## config.mk

```make
export PLATFORM = sky130hd
export DESIGN_NAME = reg_file_wb
export DESIGN_NICKNAME = d
export VERILOG_FILES = /design/src/rtl/reg_file_wb.sv
export SDC_FILE = /design/constraint.sdc
export NUM_CORES = 1
export LEC_CHECK = 0
export CORE_ASPECT_RATIO = 0.8
export CORE_MARGIN = 2
export CORE_UTILIZATION = 52
export DETAILED_ROUTE_END_ITERATION = 12
export PLACE_DENSITY = 0.73
export SYNTH_ARGS = -nofsm -noshare
export SYNTH_HDL_FRONTEND = slang
export SYNTH_SLANG_ARGS = --single-unit
```

## constraint.sdc

```tcl
create_clock -name CLK -period 2.4 [get_ports CLK]
set_input_delay 0.6 -clock CLK [delete_from_list [all_inputs] [get_ports CLK]]
set_output_delay 0.6 -clock CLK [all_outputs]
set_load 0.01 [all_outputs]
```

## src/rtl/reg_file_wb.sv

```systemverilog
`default_nettype none
// reg_file_wb: 8x8 register file with a one-deep write-back stage that forwards to both read ports.
// Revision 1.0
module reg_file_wb #(
   parameter int NREGS = 8,
   parameter int WIDTH = 8,
   parameter int AW    = $clog2(NREGS)
) (
   input  logic             CLK,
   input  logic             RESET_N,
   input  logic [WIDTH-1:0] IN,
   input  logic [AW-1:0]    INADDRESS,
   input  logic             WRITEENABLE,
   input  logic             ZERO_IN,
   input  logic [AW-1:0]    OUT1ADDRESS,
   input  logic [AW-1:0]    OUT2ADDRESS,
   output logic [WIDTH-1:0] REGOUT1,
   output logic [WIDTH-1:0] REGOUT2,
   output logic             WB_VALID,
   output logic             ZERO_FLAG
);

   logic [WIDTH-1:0] regs_q [NREGS];
   logic             wb_valid_q, wb_valid_d;
   logic [AW-1:0]    wb_addr_q,  wb_addr_d;
   logic [WIDTH-1:0] wb_data_q,  wb_data_d;
   logic             zero_flag_q, zero_flag_d;

   // Only the valid bit tracks WRITEENABLE every cycle; payload and flag hold when idle.
   always_comb begin
      wb_valid_d  = WRITEENABLE;
      wb_addr_d   = wb_addr_q;
      wb_data_d   = wb_data_q;
      zero_flag_d = zero_flag_q;
      if (WRITEENABLE) begin
         wb_addr_d   = INADDRESS;
         wb_data_d   = IN;
         zero_flag_d = ZERO_IN;
      end
   end

   always_ff @(posedge CLK or negedge RESET_N) begin
      if (!RESET_N) begin
         for (int i = 0; i < NREGS; i++) regs_q[i] <= '0;
         wb_valid_q  <= 1'b0;
         wb_addr_q   <= '0;
         wb_data_q   <= '0;
         zero_flag_q <= 1'b0;
      end else begin
         if (wb_valid_q) regs_q[wb_addr_q] <= wb_data_q;
         wb_valid_q  <= wb_valid_d;
         wb_addr_q   <= wb_addr_d;
         wb_data_q   <= wb_data_d;
         zero_flag_q <= zero_flag_d;
      end
   end

   // Forward only from the staged write, never from IN, to avoid a loop through the ALU.
   assign REGOUT1 = (wb_valid_q && (wb_addr_q == OUT1ADDRESS)) ? wb_data_q : regs_q[OUT1ADDRESS];
   assign REGOUT2 = (wb_valid_q && (wb_addr_q == OUT2ADDRESS)) ? wb_data_q : regs_q[OUT2ADDRESS];

   assign WB_VALID  = wb_valid_q;
   assign ZERO_FLAG = zero_flag_q;

endmodule
`default_nettype wire

```

==> out/metrics.yaml <==
status: "finished, violations left"
violations: "setup timing"
drv_cap: 0
yosys.area_share.simple: 0.0233
worst_ir_drop_vdd_uv: 485
gp_congestion: 0.828
syn_area_per_cell_um2: 16.6
dp_hpwl_um: 6880
power.internal_w: 0.00387
power_density_nw_per_um2: 981
ff2ff_setup_slack_ns: 0.56
synthFlopType: "dfrtp_1"
critPathMaxFanout: 5
drive_above_1_share: 0.675
fin_ws_ns: -0.247
pwr-share-comb: 0.362
cts_root_buf: "clkbuf_8"
grt_max_degree: 35
swShare: 0.276
wire_per_inst_um: 25.4
seqPwrFrac: 0.400
layout_min_cycle_time_ns: 2.65
cp-startpoint: "OUT2ADDRESS[0]"
critical_path_class: "input pin to output pin"
drtIter0Drc: 266
seqCellArea_um2: 1930
vias: 2683
power_frac_clock: 0.238
setup_violations: 16
rr_endpoint: "regs_q[12]$_DFFE_PN0P_"
synth_xor_area_frac: 0.0123
synth_area_leaders: "dfrtp_1 45%, mux2_2 28%, mux4_1 20%"
n_antenna_cell: 0
final-hold-violation-count: 0
cp-start-kind: "input pin"
endpoint: "REGOUT2[2]"
yosysMostFrequentCell: "mux2_2"
htreeDepth: 3
synth_top_family_by_area: "multiplexers"
crit_path_end_kind: "output pin"
syn_inst: 258
area_growth_pct: 26.8
synth_edf_count: 0
yosys-mux-area-fraction: 0.480
numCtsBuffers: 9
die_w_um: 106
final_cells: 437
cp_data_required_time_ns: 1.80
netlist.area_leader.share: 0.449
dpl.cell_count: 412
cp.arrival_ns: 2.05
rr_worst_depth: 4
overflow: 0
synthTopCellsByCount: "105 x mux2_2, 77 x dfrtp_1, 32 x mux4_1"
clk-insertion-delay-late_ns: 0.35
post-route-util: 0.682
synth_top_cell_by_area: "dfrtp_1"
io_buffers: 38
synth_fa_ha_area_frac: 0
yosysWarningCount: 0
routed_wl_um: 11100
worst_pin_slew_ns: 0.479
fmax_mhz: 378
routed_via_density: 6.14
initial_utilization: 0.537
drtAntennaViolNets: 0
path_clk_slew_ns: 0.08
rsz0062_at_grt: "true"
synth-compound-area-share: 0
drt_first_pass_iters: 4
hp-class: "input pin to asynchronous set/reset pin"
io_pins: 39
synth_cell_types: 16
r2r-start: "wb_addr_q[0]$_DFFE_PN0P_"
fill_cells: 568
die-area_um2: 9000
route.detailed.drc: 0
fin_crit_sh: 1.10
p_switching_w: 0.00147
die_y_um: 85.2
synth.net_count: 279
synth_seq_cells: 77
row_count: 29
cts_tree: "done"
antenna_found_initial: 0
yosysSeqAreaShare: 0.449
grt_pass1_wl_um: 17500
hold_buffers: 0
multiInputGateArea_um2: 2230
leakagePower_nw: 2.36
worst_clock_skew_ns: 0.00696
async_flop_share: 1.00
grtUsageTotal: 0.271
grt_pass1_vias: 2864
clockBufferDepth: 2
slew_violations: 0
maxSlewHeadroom: 0.679
nNetsFinal: 345
cts_sinks: 77
synth_area_um2: 4290
core_um2: 7980
==> per-stage QoR <==
stage          total power (W)  setup slack (ns)  TNS (ns)  hold WS, ns  area [µm²]
2_1_floorplan          0.00323           -0.0487    -0.779        0.304        4350
3_3_place_gp           0.00379             -1.10    -17.31        0.476        4970
3_5_place_dp           0.00386             -1.14    -17.45        0.494        4970
4_1_cts                0.00531            -0.243     -3.46        0.202        5450
5_1_grt                0.00558            -0.268     -3.92        0.220        5440
6_report               0.00534            -0.247     -3.49        0.194        5440
==> worst min-delay path by stage <==
stage | to | slack [ns] | cells after the start
2_1_floorplan | WB_VALID$_DFF_PN0_ | 0.30 | 0
3_3_place_gp | regs_q[45]$_DFFE_PN0P_ | 0.48 | 1
3_5_place_dp | regs_q[43]$_DFFE_PN0P_ | 0.49 | 1
4_1_cts | wb_data_q[2]$_DFFE_PN0P_ | 0.20 | 1
5_1_grt | wb_data_q[2]$_DFFE_PN0P_ | 0.22 | 1
6_report | ZERO_FLAG$_DFFE_PN0P_ | 0.19 | 1
==> flip-flops by register name (all words and copies together) (netlist names) <==
register / count
regs_q: 64
ZERO_FLAG: 1
WB_VALID: 1
wb_data_q: 8
wb_addr_q: 3
==> cells in the final DEF, fill, tap and decap left out, drive strengths merged <==
master           n
nand2b           1
xnor2            6
nor3b            2
clkinv           2
buf             60
nand4            3
mux4            32
nand2            1
mux2           108
clkbuf          10
dfrtp           77
bufinv           4
dlygate4sd2      2
nor3             2
clkinvlp         1
nand4b           3
clkdlybuf4s50   15
==> repair_timing <==
item                       4_1_cts  5_1_grt
pin swaps                        1        1
gates resized for setup        140        3
setup endpoints to repair       16       16
hold endpoints to repair         0        0
gates cloned                     6        0
buffers inserted                 4        0
==> routing by layer <==
metal / GRT usage / vias to the layer above / wire (µm)
met1: 0.384 / 1411 / 4780
met4: 0.0789 / 0 / 184
li1: - / 1121 / -
met2: 0.415 / 129 / 5240
met3: 0.0768 / 22 / 889
met5: 0 / - / 0
==> layout make-up <==
class | instances | area share
tap | 108 | 0.0248
timing repair buffer | 78 | 0.163
clock buffer | 9 | 0.0228
multi-input combinational | 158 | 0.410
clock inverter | 7 | 0.0253
sequential | 77 | 0.354
==> worst max-delay path, stage by stage <==
cell    delay [ns]
buf_12        0.11
buf_12        0.13
mux4_2        0.52
mux2_4        0.27
mux2_4        0.28
buf_6         0.13
==> logic make-up (layout without fill, tap and decap cells) <==
family | count (synthesis) | in the layout
flops | 77 | 77
xor+xnor | 6 | 6
simple gates | 12 | 12
mux | 140 | 140
buf+inv | 23 | 94
==> power by group through the flow <==
stage               Sequential, W  Combinational [W]  Clock, W
floorplan                 0.00195            0.00128         0
global placement          0.00207            0.00171         0
CTS                       0.00210            0.00192   0.00128
finish                    0.00214            0.00193   0.00127
global route              0.00219            0.00205   0.00135
detailed placement        0.00211            0.00176         0
Power figures use the tool's default switching activity.
